**config.mk**
```make
export PLATFORM = sky130hd
export DESIGN_NAME = seg_scan_capture
export DESIGN_NICKNAME = d
export VERILOG_FILES = /design/src/rtl/seg_scan_pkg.sv /design/src/rtl/seg7_decode.sv /design/src/rtl/seg_scan_capture.sv
export SDC_FILE = /design/constraint.sdc
export NUM_CORES = 1
export LEC_CHECK = 0
export ABC_AREA = 1
export CAP_MARGIN = 20
export CORE_UTILIZATION = 50
export DETAILED_ROUTE_END_ITERATION = 8
export PLACE_DENSITY = 0.72
export REMOVE_ABC_BUFFERS = 1
export SLEW_MARGIN = 20
export SYNTH_ARGS = -nofsm -noshare
export SYNTH_HDL_FRONTEND = slang
export SYNTH_SLANG_ARGS = --single-unit
```
**constraint.sdc**
```tcl
create_clock -name clk -period 2.7 [get_ports clk]
set_clock_uncertainty 0.15 [all_clocks]
set_input_delay 0.675 -clock clk [delete_from_list [all_inputs] [get_ports clk]]
set_output_delay 0.675 -clock clk [all_outputs]
set_load 0.02 [all_outputs]
```
**src/rtl/seg_scan_pkg.sv**
```systemverilog
// seg_scan_pkg: shared constants and types for the seven-segment scan capture.
package seg_scan_pkg;
  localparam int DIGITS = 8;
  // Active-low gfedcba patterns, index = hex value.
  localparam logic [15:0][6:0] SEG_PAT = {
    7'h0E, 7'h06, 7'h21, 7'h46, 7'h03, 7'h08, 7'h10, 7'h00,
    7'h78, 7'h02, 7'h12, 7'h19, 7'h30, 7'h24, 7'h79, 7'h40
  };
  typedef enum logic {SYNC, CAPTURE} state_t;
endpackage

```
**src/rtl/seg7_decode.sv**
```systemverilog
// seg7_decode: active-low segment pattern to hex nibble, flags unknown patterns.
module seg7_decode import seg_scan_pkg::*; (
  input  logic [6:0] seg,
  output logic [3:0] nibble,
  output logic       invalid
);
  always_comb begin
    nibble = '0;
    invalid = 1'b1;
    for (int i = 0; i < 16; i++)
      if (seg == SEG_PAT[i]) begin
        nibble = 4'(i);
        invalid = 1'b0;
      end
  end
endmodule

```
**src/rtl/seg_scan_capture.sv**
```systemverilog
// seg_scan_capture: filters, decodes and reassembles 8-digit multiplexed display frames.
// Define SEGCAP_SYNC_EN to add a two-flop synchronizer ahead of the input register.
module seg_scan_capture import seg_scan_pkg::*; #(
  parameter int STABLE_CYCLES = 4
) (
  input  logic        clk,
  input  logic        rst,
  input  logic [7:0]  an,
  input  logic [6:0]  seg,
  output logic [31:0] value,
  output logic        frame_valid,
  output logic        seq_err,
  output logic        seg_err
);
  localparam int CW = $clog2(STABLE_CYCLES + 1);
  logic [7:0] an_i, an_r, an_p;
  logic [6:0] seg_i, seg_r, seg_p;
  logic [CW-1:0] cnt;
  logic taken, match, accept, multi, invalid, wrong;
  logic [2:0] idx, expect_idx;
  logic [3:0] nibble;
  logic [31:0] asm_r;
  state_t state;
`ifdef SEGCAP_SYNC_EN
  logic [7:0] an_s1, an_s2;
  logic [6:0] seg_s1, seg_s2;
  always_ff @(posedge clk)
    if (rst) {an_s1, an_s2, seg_s1, seg_s2} <= {8'hFF, 8'hFF, 7'h7F, 7'h7F};
    else {an_s1, an_s2, seg_s1, seg_s2} <= {an, an_s1, seg, seg_s1};
  assign an_i = an_s2;
  assign seg_i = seg_s2;
`else
  assign an_i = an;
  assign seg_i = seg;
`endif
  assign match = {an_r, seg_r} == {an_p, seg_p};
  assign accept = match && cnt == CW'(STABLE_CYCLES - 1) && !taken && an_r != 8'hFF;
  assign multi = |(~an_r & (~an_r - 8'd1));
  assign wrong = multi || (state == CAPTURE && idx != expect_idx);
  always_comb begin
    idx = '0;
    for (int i = 0; i < DIGITS; i++)
      if (!an_r[i]) idx = 3'(i);
  end
  seg7_decode u_dec (.seg(seg_r), .nibble(nibble), .invalid(invalid));
  // taken blocks re-acceptance until the strobe moves to another digit
  always_ff @(posedge clk)
    if (rst) begin
      {an_r, an_p, seg_r, seg_p} <= {8'hFF, 8'hFF, 7'h7F, 7'h7F};
      cnt <= '0;
      taken <= 1'b0;
    end else begin
      {an_r, an_p, seg_r, seg_p} <= {an_i, an_r, seg_i, seg_r};
      cnt <= !match ? '0 : cnt == CW'(STABLE_CYCLES - 1) ? cnt : cnt + 1'b1;
      taken <= accept || (taken && an_r == an_p);
    end
  always_ff @(posedge clk)
    if (rst) begin
      state <= SYNC;
      expect_idx <= 3'd7;
      asm_r <= '0;
      value <= '0;
      frame_valid <= 1'b0;
      seq_err <= 1'b0;
      seg_err <= 1'b0;
    end else begin
      frame_valid <= 1'b0;
      seq_err <= 1'b0;
      seg_err <= 1'b0;
      if (accept) begin
        if (wrong) begin
          seq_err <= 1'b1;
          state <= SYNC;
        end else if (invalid) begin
          seg_err <= 1'b1;
          state <= SYNC;
        end else if (state == CAPTURE || idx == 3'd7) begin
          asm_r[{idx, 2'b00} +: 4] <= nibble;
          state <= CAPTURE;
          expect_idx <= idx - 3'd1;
          if (idx == 3'd0) begin
            value <= {asm_r[31:4], nibble};
            frame_valid <= 1'b1;
          end
        end
      end
    end
endmodule

```
==> flow_metrics.py <==
metrics = {
    "status": {
        "status": "complete, no violations",
    },
    "grt": {
        "first_global_vias": 3822,
        "grt_pass1_wl_mm": 16.6,
        "gr-usage-all-layers_pct": 20.9,
        "grt-ovfl-total": 0,
        "antenna_found_initial": 0,
        "grt_max_degree": 55,
    },
    "sta": {
        "tightest_slew_ns": 0.382,
        "hold_violations": 0,
        "period_share_pct": 93.1,
        "finalCriticalPeriod_ns": 2.51,
        "maxSlewHeadroom_pct": 74.5,
        "rsz0062_at_grt": "no",
        "max_freq_mhz": 398,
        "slew_violations": 0,
        "finalSetupViolations": 0,
    },
    "floorplanning": {
        "die_y_um": 98.3,
        "core_mm2": 0.00885,
        "start_util_pct": 52.4,
        "die_x_um": 98.3,
        "fp-row-count": 34,
        "design.die.area_mm2": 0.00967,
        "io_pins": 52,
    },
    "critical_path": {
        "regToRegStartpoint": "an_r[1]$_SDFF_PP1_",
        "cp_max_fo": 9,
        "crit_path_top_delay_cell": "dfxtp_1",
        "slowest_delay_ns": 0.34,
        "crit_cells": 16,
        "worstSetupStartpointType": "register",
        "rr_worst_depth": 16,
        "critical_path_class": "register to register",
        "timing.critical_path.buf_inv": 4,
        "cp_cell_sequence": "inv_2 -> nand2_1 -> nand2_1 -> nand2_1 -> nand2_1 -> nand2_1 -> nand2_4 -> inv_2 -> ha_1 -> ha_2 -> clkinv_1 -> buf_4 -> nand2_1 -> nor3_1 -> nand4_1 -> a21oi_1",
        "startpoint": "an_r[1]$_SDFF_PP1_",
        "arrival_ns": 2.67,
        "cp-end-kind": "register",
        "cp_common_cell": "nand2_1",
        "worstPathRequired_ns": 2.85,
        "crit_family": "simple AND/OR/NAND/NOR gates",
    },
    "drt": {
        "drt_wl_total_mm": 9.37,
        "drc": 0,
        "firstDrtPassIters": 6,
        "drtAntennaViolNets": 0,
        "wl_per_cell_um": 11.1,
        "via_per_inst": 4.71,
        "vias": 3979,
        "initialDrtViolationCount": 148,
    },
    "placement": {
        "place_hpwl_mm": 6.65,
        "placement.io_buffers": 51,
        "dpl.cell_count": 828,
        "place_area_mm2": 0.00526,
        "gp_congestion": 0.861,
    },
    "synthesis": {
        "synth_cell_types": 33,
        "syn-instance-count": 679,
        "ys_seq_elements": 101,
        "yosysWarnings": 0,
        "syn_area_mm2": 0.00464,
        "syn_avg_cell_area_um2": 6.83,
        "synth_mux_area_share_pct": 0,
        "synth_compound_area_share_pct": 3.40,
        "synth_edf_count": 0,
        "synth-xor-area-share_pct": 3.21,
        "synthArstFlopShare_pct": 0,
        "synthAdderAreaFrac_pct": 1.89,
        "synth-simple-area-share_pct": 38.5,
        "synth-main-ff-cell": "dfxtp_1",
        "ys_seq_area_share_pct": 43.6,
        "synth_top_family_by_area": "simple AND/OR/NAND/NOR gates",
    },
    "worst_hold_path": {
        "holdPathStages": 2,
        "hp-class": "register to register",
        "hp-start": "asm_r[9]$_SDFFE_PP0P_",
    },
    "power_and_ir_drop": {
        "p_total_w": 0.00270,
        "power_density_mw_per_mm2": 491,
        "leakagePower_nw": 2.80,
        "irDropWorstVdd_uv": 303,
    },
    "final_layout": {
        "stdcell_count": 845,
        "antennaDiodeCount": 0,
        "multi_input_area_mm2": 0.00220,
        "drive_above_1_share_pct": 8.96,
        "area_growth_pct": 18.4,
        "nets": 758,
        "seqCellArea_mm2": 0.00202,
        "final_area_mm2": 0.00549,
        "fill_cells": 857,
    },
    "cts": {
        "htree_num_levels": 3,
        "clkSlewWorstSetupHoldPaths_ns": 0.09,
        "cts-root-buf": "clkbuf_8",
        "cts_tree": "yes",
        "cts_sinks": 101,
        "cts_buffers": 9,
        "clkLatencyLatePin_ns": 0.36,
        "clockBufferDepth": 2,
    },
    "flow_run": {
        "cap_viol_max_count": 0,
    },
}
-- metal layers --
metal	track usage, %	wire length, um	share of wire (%)
met5	0	0	0
met4	5.51	96	1.0
met3	5.15	349	3.7
met2	34.9	4180	45
met1	27.1	4750	51
-- registers in the layout, indices dropped and copies added, names as in the netlist --
name         cells
value           32
seg_r            7
seg_err          1
expect_idx       3
state            1
seq_err          1
an_p             8
an_r             8
cnt              3
asm_r           28
frame_valid      1
taken            1
seg_p            7
-- what timing repair did --
action / 4_1_cts / 5_1_grt
hold buffers: 0 / 0
resized for setup: 1 / 8
setup endpoints to repair: 2 / 44
setup buffers: 0 / 3
pin swaps: 0 / 3
-- logic make-up (layout without fill, tap and decap cells) --
| group | count (synthesis) | in the layout |
|---|---|---|
| fa+ha+maj | 7 | 7 |
| flops | 101 | 101 |
| xor+xnor | 17 | 17 |
| simple gates | 419 | 419 |
| buf+inv | 109 | 167 |
| compound gates | 26 | 26 |
-- worst register-to-register path, cell delays in order (launching register included) --
cell and delay (ns):
dfxtp_1 0.34, inv_2 0.07, nand2_1 0.04, nand2_1 0.06, nand2_1 0.05, nand2_1 0.05
nand2_1 0.09, nand2_4 0.12, inv_2 0.10, ha_1 0.22, ha_2 0.20, clkinv_1 0.06
buf_4 0.15, nand2_1 0.12, nor3_1 0.30, nand4_1 0.15, a21oi_1 0.17
-- synth_stat cells, types with 4 or more instances --
cell type  instances  area share [%]
a21oi_1           16             1.7
buf_2              6            0.65
clkbuf_1           9            0.73
dfxtp_1          101              44
ha_1               7             1.9
inv_1             84             6.8
inv_2              5            0.40
nand2_1          193              16
nand3_1           18             1.9
nand3_2            4            0.86
nand4_1           18             2.4
nor2_1           148              12
nor3_1             7            0.76
or2_2             17             2.3
xnor2_1           10             1.9
xor2_1             7             1.3
-- per-stage QoR --
| step | setup slack (ns) | hold WS (ns) | util [%] | TNS (ns) |
|---|---|---|---|---|
| 2_1_floorplan | -0.0512 | 0.285 | - | -1.59 |
| 3_3_place_gp | 0.177 | 0.302 | 59.5 | 0 |
| 3_5_place_dp | 0.0822 | 0.304 | 59.5 | 0 |
| 4_1_cts | 0.0893 | 0.316 | 61.6 | 0 |
| 5_1_grt | 0.00115 | 0.345 | 62.1 | 0 |
| 6_report | 0.185 | 0.313 | 62.1 | 0 |
-- layout make-up --
cell class | count | share of cell area, %
Multi-Input combinational cell | 469 | 40.0
Clock buffer | 10 | 2.32
Timing Repair Buffer | 63 | 11.3
Tap cell | 108 | 2.46
Clock inverter | 4 | 0.934
Sequential cell | 101 | 36.9
Inverter | 90 | 6.15
-- report_power, final --
group | internal [W] | switching, W | total (W)
logic | 0.0000974 | 0.000162 | 0.000259
registers | 0.00151 | 0.0000200 | 0.00153
clock network | 0.000419 | 0.000491 | 0.000910
-- worst paths after layout --
path / slack [ns] / endpoint
min: 0.31 / asm_r[9]$_SDFFE_PP0P_
max: 0.19 / asm_r[6]$_SDFFE_PP0P_
min reg2reg: 0.31 / asm_r[9]$_SDFFE_PP0P_
max reg2reg: 0.19 / asm_r[6]$_SDFFE_PP0P_
-- cell usage in the layout, fill, tap and decap left out, types with 7 or more instances in the layout --
cell type and instances:
nand2_1 193, a21oi_1 16, dfxtp_1 99, or2_2 17, inv_1 83, nor3_1 7, clkdlybuf4s50_1 51, xnor2_1 10
clkbuf_8 9, nor2_1 148, nand3_1 18, nand4_1 18, buf_4 9, xor2_1 7
No activity file was read; power rests on OpenSTA's default activity.
